### config.mk
export PLATFORM = sky130hd
export DESIGN_NAME = mlp_sample_sequencer
export DESIGN_NICKNAME = d
export VERILOG_FILES = /design/src/rtl/mlp_seq_pkg.sv /design/src/rtl/settle_timer.sv /design/src/rtl/mlp_sample_sequencer.sv
export SDC_FILE = /design/constraint.sdc
export NUM_CORES = 1
export LEC_CHECK = 0
export BUFFER_PORTS_ARGS = -buffer_cell sky130_fd_sc_hd__buf_4
export CELL_PAD_IN_SITES_DETAIL_PLACEMENT = 1
export CELL_PAD_IN_SITES_GLOBAL_PLACEMENT = 1
export CORE_ASPECT_RATIO = 1.5
export CORE_MARGIN = 4
export CORE_UTILIZATION = 45
export CTS_CLUSTER_DIAMETER = 50
export DETAILED_ROUTE_END_ITERATION = 10
export GPL_TIMING_DRIVEN = 0
export PLACE_DENSITY = 0.83
export SLEW_MARGIN = 15
export SYNTH_ARGS = -nofsm -noshare
export SYNTH_HDL_FRONTEND = slang
export SYNTH_SLANG_ARGS = --single-unit
### constraint.sdc
create_clock -name clk -period 3 [get_ports clk]
set_input_delay 0.6 -clock clk [delete_from_list [all_inputs] [get_ports clk]]
set_output_delay 0.6 -clock clk [all_outputs]
set_load 0.03 [all_outputs]
### src/rtl/mlp_seq_pkg.sv
// Shared types and default parameters for the MLP sample sequencer.
// Holds the FSM state encoding plus a width helper used by the top and its timer.
package mlp_seq_pkg;

    localparam int unsigned DEF_NUM_A         = 8;
    localparam int unsigned DEF_WIDTH_A       = 4;
    localparam int unsigned DEF_OUTWIDTH      = 2;
    localparam int unsigned DEF_SETTLE_CYCLES = 4;
    localparam int unsigned COUNT_W           = 16;

    typedef enum logic [1:0] {
        LOAD   = 2'd0,
        SETTLE = 2'd1,
        OUT    = 2'd2
    } seq_state_e;

    // Counter width that never collapses to zero bits.
    function automatic int unsigned clog2_min1(input int unsigned n);
        return (n > 1) ? $clog2(n) : 1;
    endfunction

endpackage

### src/rtl/settle_timer.sv
// Down-counter giving the external MLP a fixed number of clocks to settle.
// Loaded with CYCLES-1; done_c is high while running with the count at zero.
module settle_timer
    import mlp_seq_pkg::*;
#(
    parameter int unsigned CYCLES = DEF_SETTLE_CYCLES
) (
    input  logic clk,
    input  logic rst,
    input  logic load,
    input  logic run,
    output logic done_c
);

    localparam int unsigned CNT_W = clog2_min1(CYCLES);

    logic [CNT_W-1:0] cnt_q;

    always_ff @(posedge clk or posedge rst) begin
        if (rst) begin
            cnt_q <= '0;
        end else if (load) begin
            cnt_q <= CNT_W'(CYCLES - 1);
        end else if (run && (cnt_q != '0)) begin
            cnt_q <= cnt_q - CNT_W'(1);
        end
    end

    assign done_c = run && (cnt_q == '0);

endmodule

### src/rtl/mlp_sample_sequencer.sv
// Collects NUM_A features into a packed vector for an external combinational MLP,
// waits for it to settle, then holds the captured class until downstream takes it.
module mlp_sample_sequencer
    import mlp_seq_pkg::*;
#(
    parameter int unsigned NUM_A         = DEF_NUM_A,
    parameter int unsigned WIDTH_A       = DEF_WIDTH_A,
    parameter int unsigned OUTWIDTH      = DEF_OUTWIDTH,
    parameter int unsigned SETTLE_CYCLES = DEF_SETTLE_CYCLES
) (
    input  logic                       clk,
    input  logic                       rst,
    input  logic                       feat_valid,
    input  logic [WIDTH_A-1:0]         feat_data,
    output logic                       feat_ready,
    output logic [NUM_A*WIDTH_A-1:0]   inp,
    input  logic [OUTWIDTH-1:0]        mlp_out,
    output logic                       cls_valid,
    output logic [OUTWIDTH-1:0]        cls_data,
    input  logic                       cls_ready,
    output logic [COUNT_W-1:0]         sample_count
);

    localparam int unsigned IDX_W = clog2_min1(NUM_A);
    localparam int unsigned INP_W = NUM_A * WIDTH_A;
    localparam logic [IDX_W-1:0] LAST_IDX = IDX_W'(NUM_A - 1);

    seq_state_e          state_q, state_n;
    logic [IDX_W-1:0]    idx_q, idx_n;
    logic [INP_W-1:0]    inp_q, inp_n;
    logic                cls_valid_q, cls_valid_n;
    logic [OUTWIDTH-1:0] cls_data_q, cls_data_n;
    logic [COUNT_W-1:0]  sample_count_q, sample_count_n;
    logic                accept_c;
    logic                timer_load_c;
    logic                timer_done_c;

    assign feat_ready   = (state_q == LOAD) && !rst;
    assign accept_c     = feat_valid && feat_ready;
    assign inp          = inp_q;
    assign cls_valid    = cls_valid_q;
    assign cls_data     = cls_data_q;
    assign sample_count = sample_count_q;

    settle_timer #(
        .CYCLES (SETTLE_CYCLES)
    ) u_settle_timer (
        .clk    (clk),
        .rst    (rst),
        .load   (timer_load_c),
        .run    (state_q == SETTLE),
        .done_c (timer_done_c)
    );

    always_ff @(posedge clk or posedge rst) begin
        if (rst) begin
            state_q        <= LOAD;
            idx_q          <= '0;
            inp_q          <= '0;
            cls_valid_q    <= 1'b0;
            cls_data_q     <= '0;
            sample_count_q <= '0;
        end else begin
            state_q        <= state_n;
            idx_q          <= idx_n;
            inp_q          <= inp_n;
            cls_valid_q    <= cls_valid_n;
            cls_data_q     <= cls_data_n;
            sample_count_q <= sample_count_n;
        end
    end

    // Next-state and datapath; inp is frozen outside LOAD so the MLP sees a stable vector.
    always_comb begin
        state_n        = state_q;
        idx_n          = idx_q;
        inp_n          = inp_q;
        cls_valid_n    = cls_valid_q;
        cls_data_n     = cls_data_q;
        sample_count_n = sample_count_q;
        timer_load_c   = 1'b0;

        case (state_q)
            LOAD: begin
                if (accept_c) begin
                    for (int unsigned i = 0; i < NUM_A; i++) begin
                        if (idx_q == IDX_W'(i)) begin
                            inp_n[i*WIDTH_A +: WIDTH_A] = feat_data;
                        end
                    end
                    if (idx_q == LAST_IDX) begin
                        idx_n        = '0;
                        timer_load_c = 1'b1;
                        state_n      = SETTLE;
                    end else begin
                        idx_n = idx_q + IDX_W'(1);
                    end
                end
            end
            SETTLE: begin
                if (timer_done_c) begin
                    cls_data_n  = mlp_out;
                    cls_valid_n = 1'b1;
                    state_n     = OUT;
                end
            end
            OUT: begin
                if (cls_ready) begin
                    cls_valid_n    = 1'b0;
                    sample_count_n = sample_count_q + COUNT_W'(1);
                    state_n        = LOAD;
                end
            end
            default: begin
                state_n = LOAD;
            end
        endcase
    end

endmodule
== After elaboration in Yosys (flattened, before gate mapping) ==
Index checks and enable logic that the tools add are counted.

* Bits in registers: 58
* Bits of input ports: 10
* Word-level logic and storage cells: 68

* Add/subtract/negate cells: 3
* Equal/unequal tests: 13
* Muxes and demuxes: 14
* Reductions and logical operators: 24

{| class="wikitable"
|+ Operators by type and width
! operator !! count
|-
| $reduce_and 3->1 || 9
|-
| $add 16x1->16 const B || 1
|-
| $eq 3x3->1 const B || 4
|-
| $mux 2 || 6
|-
| $eq 3x2->1 const B || 2
|-
| $ne 2x2->1 const B || 3
|-
| $pmux 2 s3 || 1
|-
| $reduce_and 2->1 || 3
|-
| $reduce_bool 2->1 || 3
|-
| $mux 1 || 5
|-
| $logic_and 1x1->1 || 4
|-
| $logic_not 2->1 || 2
|-
| $reduce_and 4->1 || 1
|-
| $add 3x1->3 const B || 1
|-
| $eq 3x1->1 const B || 1
|-
| $logic_not 3->1 || 1
|-
| $mux 3 || 1
|-
| $eq 2x1->1 const B || 1
|-
| $eq 2x2->1 const B || 1
|-
| $ne 2x1->1 const B || 1
|-
| $pmux 1 s2 || 1
|-
| $sub 2x1->2 const B || 1
|-
| $logic_not 1->1 || 1
|}

== Longest topological paths before layout ==
* Depth after elaboration: 6
* Gate-level depth with buffers: 6

== Hierarchy ==
Synthesis repeated with hierarchy kept, for this count alone.

* Cells, all modules: 196
* Area total of the unflattened synthesis: 2,509.9 µm²

{| class="wikitable"
|+ By module, submodules not included
! module !! times used !! cells an instance !! area each (µm²)
|-
| mlp_sample_sequencer || 1 || 182 || 2,379.8
|-
| settle_timer || 1 || 14 || 130.1
|}

== Worst setup path after synthesis ==
No wires, ideal clock.

* Path kind: input port to output port
* Start point: input rst
* End point: output feat_ready
* Data arrival time: 1.252 ns
* Setup slack: 1.148 ns
* Stages: 1
* Buffers on the path: 0
* Cell sequence: nor3_1

* Cells in the longest elaborated chain, start to end: 2

{| class="wikitable"
|+ Ends and longest elaborated chain
! item !! RTL line !! RTL
|-
| start: declaration || mlp_sample_sequencer.sv:12 || <nowiki>input logic rst,</nowiki>
|-
| $logic_not 1->1 (no line) || -- ||
|-
| $logic_and 1x1->1 || mlp_sample_sequencer.sv:38 || <nowiki>assign feat_ready = (state_q == LOAD) && !rst;</nowiki>
|-
| end: declaration || mlp_sample_sequencer.sv:15 || <nowiki>output logic feat_ready,</nowiki>
|}

Every way passes these cells.

== Worst setup path after layout ==
* Start point: register state_q[1]
* End point: output feat_ready

* Cells in the longest elaborated chain, start to end: 2

{| class="wikitable"
|+ Ends and longest elaborated chain
! item !! RTL line !! RTL
|-
| start: declaration || mlp_sample_sequencer.sv:28 || <nowiki>seq_state_e state_q, state_n;</nowiki>
|-
| start signal: assignment || mlp_sample_sequencer.sv:64 || <nowiki>state_q <= state_n;</nowiki>
|-
| $logic_not 2->1 || mlp_sample_sequencer.sv:38 ||
|-
| $logic_and 1x1->1 || mlp_sample_sequencer.sv:38 ||
|}

Every way passes these cells.

==> results.txt <==
----------------------------------------------------
[Status]
  Outcome ... finished, final reports clean

[Pwr]
  Pwr/cell area ... 1100 nW/um2
  Net switching power ... 0.00138 W
  Design Power ... 0.00364 W
  Gate power share ... 0.426
  Part of the total power dissipated in sequential elements ... 0.343
  Switching power share of the total ... 0.378
  Clock network fraction of total power ... 0.231
  Total leakage power ... 1.64 nW
  Worst IR drop on VDD ... 0.000671 V
  Cell internal power dissipation ... 0.00226 W

[Drt]
  DRT Wirelength ... 5.51 mm
  Remaining design rule violation count ... 0
  Routed via count ... 1665
  Final antenna-violating net count ... 0
  Average wire per standard cell ... 16.5 um
  DRC violation total after the first TritonRoute iteration ... 31
  1st-pass router iterations ... 4
  Routed vias/inst ... 5.00

[Global route]
  Global-route congestion overflow total ... 0
  Global Route met2 Usage ... 0.304
  Antenna violations before repair ... 0
  Most utilized layer in the global route result ... met2
  Met1 global-route usage ... 0.211
  Vias in the first global route ... 1826
  Wire length of the first global-routing pass ... 9.14 mm
  Pin count of the biggest net entering global routing ... 59
  Met3 layer usage reported by global route ... 0.0667
  Total global routing track utilization ... 0.186

[Final layout]
  Final Util ... 0.604
  Nets@finish ... 276
  Most common library cell in the layout ignoring fill and taps ... sky130_fd_sc_hd__buf_4
  Ratio of cells with drive above 1 in the final layout ... 0.468
  Final Cell Area ... 3290 um2
  Area growth syn-to-layout ... 31.3%
  Diodes inserted ... 0
  Commonest non-fill, non-tap cells in the layout ... sky130_fd_sc_hd__buf_4 (61), sky130_fd_sc_hd__dfrtp_1 (58), sky130_fd_sc_hd__mux2_2 (27)

[Setup path]
  Maximum fanout encountered on the critical timing path ... 10
  Arrival @ worst endpoint ... 1.28 ns
  Worst reg-to-reg setup slack ... 1.38 ns
  Critical Path Slowest Stage Cell ... sky130_fd_sc_hd__dfrtp_1
  Worst R2R End ... inp[31]
  Element type at the critical path end ... output port
  Cells along the critical path ... buf_2, nor3_1, buf_4
  Startpoint of the worst register-to-register path ... state_q[0]
  Depth of the worst register-to-register path ... 6
  Critical path buffers and inverters ... 2
  Worst setup path category ... reg -> out
  Biggest cell delay along the critical path ... 0.36 ns
  Endpoint required time on the critical path ... 2.40 ns
  Origin of the worst setup path ... state_q[1]
  Crit-path leading delay family ... buffers and inverters
  Kind of start point of the critical path ... flip-flop

[Min path]
  Worst hold path class ... in -> async

[STA]
  Final Cycle Share ... 0.627
  Setup WS post-layout ... 1.12 ns
  Number of endpoints with negative hold slack in the final report ... 0
  Final total negative setup slack ... 0 ns
  Tmin final ... 1.88 ns
  RSZ-0062 raised after global routing ... no
  Max-slew violation count ... 0
  Worst rel slew slack ... 0.529
  Max frequency ... 532 MHz
  Count of final setup violators ... 0
  Slew at the pin closest to its max-slew limit ... 0.707 ns
  Worst setup skew after layout ... 0.00332 ns

[Synthesis]
  Register bit count reported by yosys ... 58
  Area fraction of the dominant cell type after synthesis ... 0.579
  Post-synthesis sequential area ratio ... 0.579
  Post-Syn Nets ... 204
  Leading post-synthesis cells by cell area ... sky130_fd_sc_hd__dfrtp_1 (58%), sky130_fd_sc_hd__mux2_2 (12%), sky130_fd_sc_hd__mux2_4 (4.8%)
  Mapped cell area ... 2510 um2
  Dominant cell type by area after synthesis ... sky130_fd_sc_hd__dfrtp_1
  Unique cell type count in the Yosys netlist ... 27
  Avg Synthesized Cell Area ... 13.5 um2
  Cells after synthesis ... 186
  Warnings from Yosys ... 0

[Clocking]
  Setup repair bufs after CTS ... 0
  Number of hold buffers added after CTS ... 0
  Clk buf depth ... 2
  H-tree Lvls ... 3
  Number of buffers created by CTS ... 9
  Clock root buffer ... sky130_fd_sc_hd__clkbuf_8
  CTS resizes ... 0
  Clock sinks ... 58
  Clock network latency to the later pin of the worst-skew pair ... 0.34 ns
  Clock transition at the registers of the reported paths ... 0.06 ns
  TritonCTS clock tree ... built

[Floorplanning]
  Number of rows created at floorplan ... 33
  Starting density of the core ... 0.460
  I/O Pins ... 62
  Placeable core region ... 5450 um2
  Floorplan die area ... 6860 um2
  Floorplan die height ... 99.4 um
  Horizontal die dimension ... 69.0 um

[Placement]
  Detail Placement HPWL ... 4.07 mm
  Quantity of I/O buffers inserted on ports ... 61
  GPL Wtd Cong ... 0.804
  Cell area reported after detailed placement ... 3060 um2
  Post-place setup slack ... 1.15 ns

[Run]
  Number of maximum-capacitance constraint violations ... 0

----------------------------------------------------
[stage by stage]
step | hold slack (ns) | cells
2_1_floorplan | 0.477 | 186
3_3_place_gp | 0.465 | 317
3_5_place_dp | 0.468 | 317
4_1_cts | 0.433 | 333
5_1_grt | 0.469 | 333
6_report | 0.417 | 333
[cells in the mapped netlist]
cell                       count
sky130_fd_sc_hd__or3b_2        1
sky130_fd_sc_hd__xor2_1        3
sky130_fd_sc_hd__and4_1        1
sky130_fd_sc_hd__nor3_2        2
sky130_fd_sc_hd__nand4_1       4
sky130_fd_sc_hd__buf_6         2
sky130_fd_sc_hd__nor2_1        8
sky130_fd_sc_hd__xnor2_1      13
sky130_fd_sc_hd__o21ai_0       5
sky130_fd_sc_hd__dfrtp_1      58
sky130_fd_sc_hd__buf_2         1
sky130_fd_sc_hd__o211ai_1      1
sky130_fd_sc_hd__nand2b_1      1
sky130_fd_sc_hd__inv_1         8
sky130_fd_sc_hd__mux2_4        8
sky130_fd_sc_hd__nand4b_1      2
sky130_fd_sc_hd__nand2_1      12
sky130_fd_sc_hd__nor3b_4       1
sky130_fd_sc_hd__and2b_1       1
sky130_fd_sc_hd__nand2_4       2
sky130_fd_sc_hd__nor3_1        2
sky130_fd_sc_hd__or2_2         1
sky130_fd_sc_hd__ha_1          8
sky130_fd_sc_hd__mux2_2       27
sky130_fd_sc_hd__nand3_1      10
sky130_fd_sc_hd__nand3b_1      2
sky130_fd_sc_hd__a21oi_1       2
[cell type report]
cell class	instances	area, um2
Clock inverter	4	72.6
Fill cell	571	2160
Buffer	3	27.5
Inverter	8	32.5
Sequential cell	58	1450
Timing Repair Buffer	61	458
Multi-Input combinational cell	117	998
Clock buffer	12	165
Tap cell	70	87.6
[per-layer routing]
metal | vias up | part of all wire
li1 | 784 | -
met1 | 817 | 0.39
met2 | 54 | 0.52
met3 | 10 | 0.069
met4 | 0 | 0.025
met5 | - | 0
[power by group through the flow]
stage	clock, W	combinational (W)	sequential (W)
after floorplan	0	0.000532	0.00171
after global placement	0	0.00152	0.00125
after detailed placement	0	0.00157	0.00126
after CTS	0.000860	0.00157	0.00125
after global routing	0.000905	0.00166	0.00129
final	0.000841	0.00155	0.00125
[how the worst max path moves through the flow]
| stage | endpoint | slack [ns] | depth (start not counted) |
|---|---|---|---|
| 6_report | feat_ready | 1.12 | 3 |
| 5_1_grt | feat_ready | 1.00 | 3 |
| 4_1_cts | feat_ready | 1.09 | 3 |
| 3_5_place_dp | inp[30] | 1.15 | 6 |
| 3_3_place_gp | inp[29] | 0.16 | 2 |
| 2_1_floorplan | cls_data[0] | 0.97 | 1 |
[worst reg2reg max path, cell delays in order (launching register included)]
cell,delay (ns)
sky130_fd_sc_hd__dfrtp_1,0.37
sky130_fd_sc_hd__buf_6,0.14
sky130_fd_sc_hd__nor3b_4,0.26
sky130_fd_sc_hd__and2b_1,0.17
sky130_fd_sc_hd__buf_6,0.14
sky130_fd_sc_hd__nand2_4,0.11
sky130_fd_sc_hd__mux2_4,0.32
[state kept, by name (all words and copies together) (netlist names)]
register / cells
inp: 32
sample_count: 16
idx_q: 3
cls_data: 2
state_q: 2
u_settle_timer.cnt_q: 2
cls_valid: 1
[kinds of logic (layout without fill, tap and decap cells)]
| logic type | after synthesis | count (layout) | share of synthesized area |
|---|---|---|---|
| xor+xnor | 16 | 16 | 0.0559 |
| simple gates | 50 | 50 | 0.116 |
| buf+inv | 11 | 88 | 0.0230 |
| compound gates | 8 | 8 | 0.0170 |
| flops | 58 | 58 | 0.579 |
| fa+ha+maj | 8 | 8 | 0.0399 |
| mux | 35 | 35 | 0.169 |
Power figures use the tool's default switching activity.
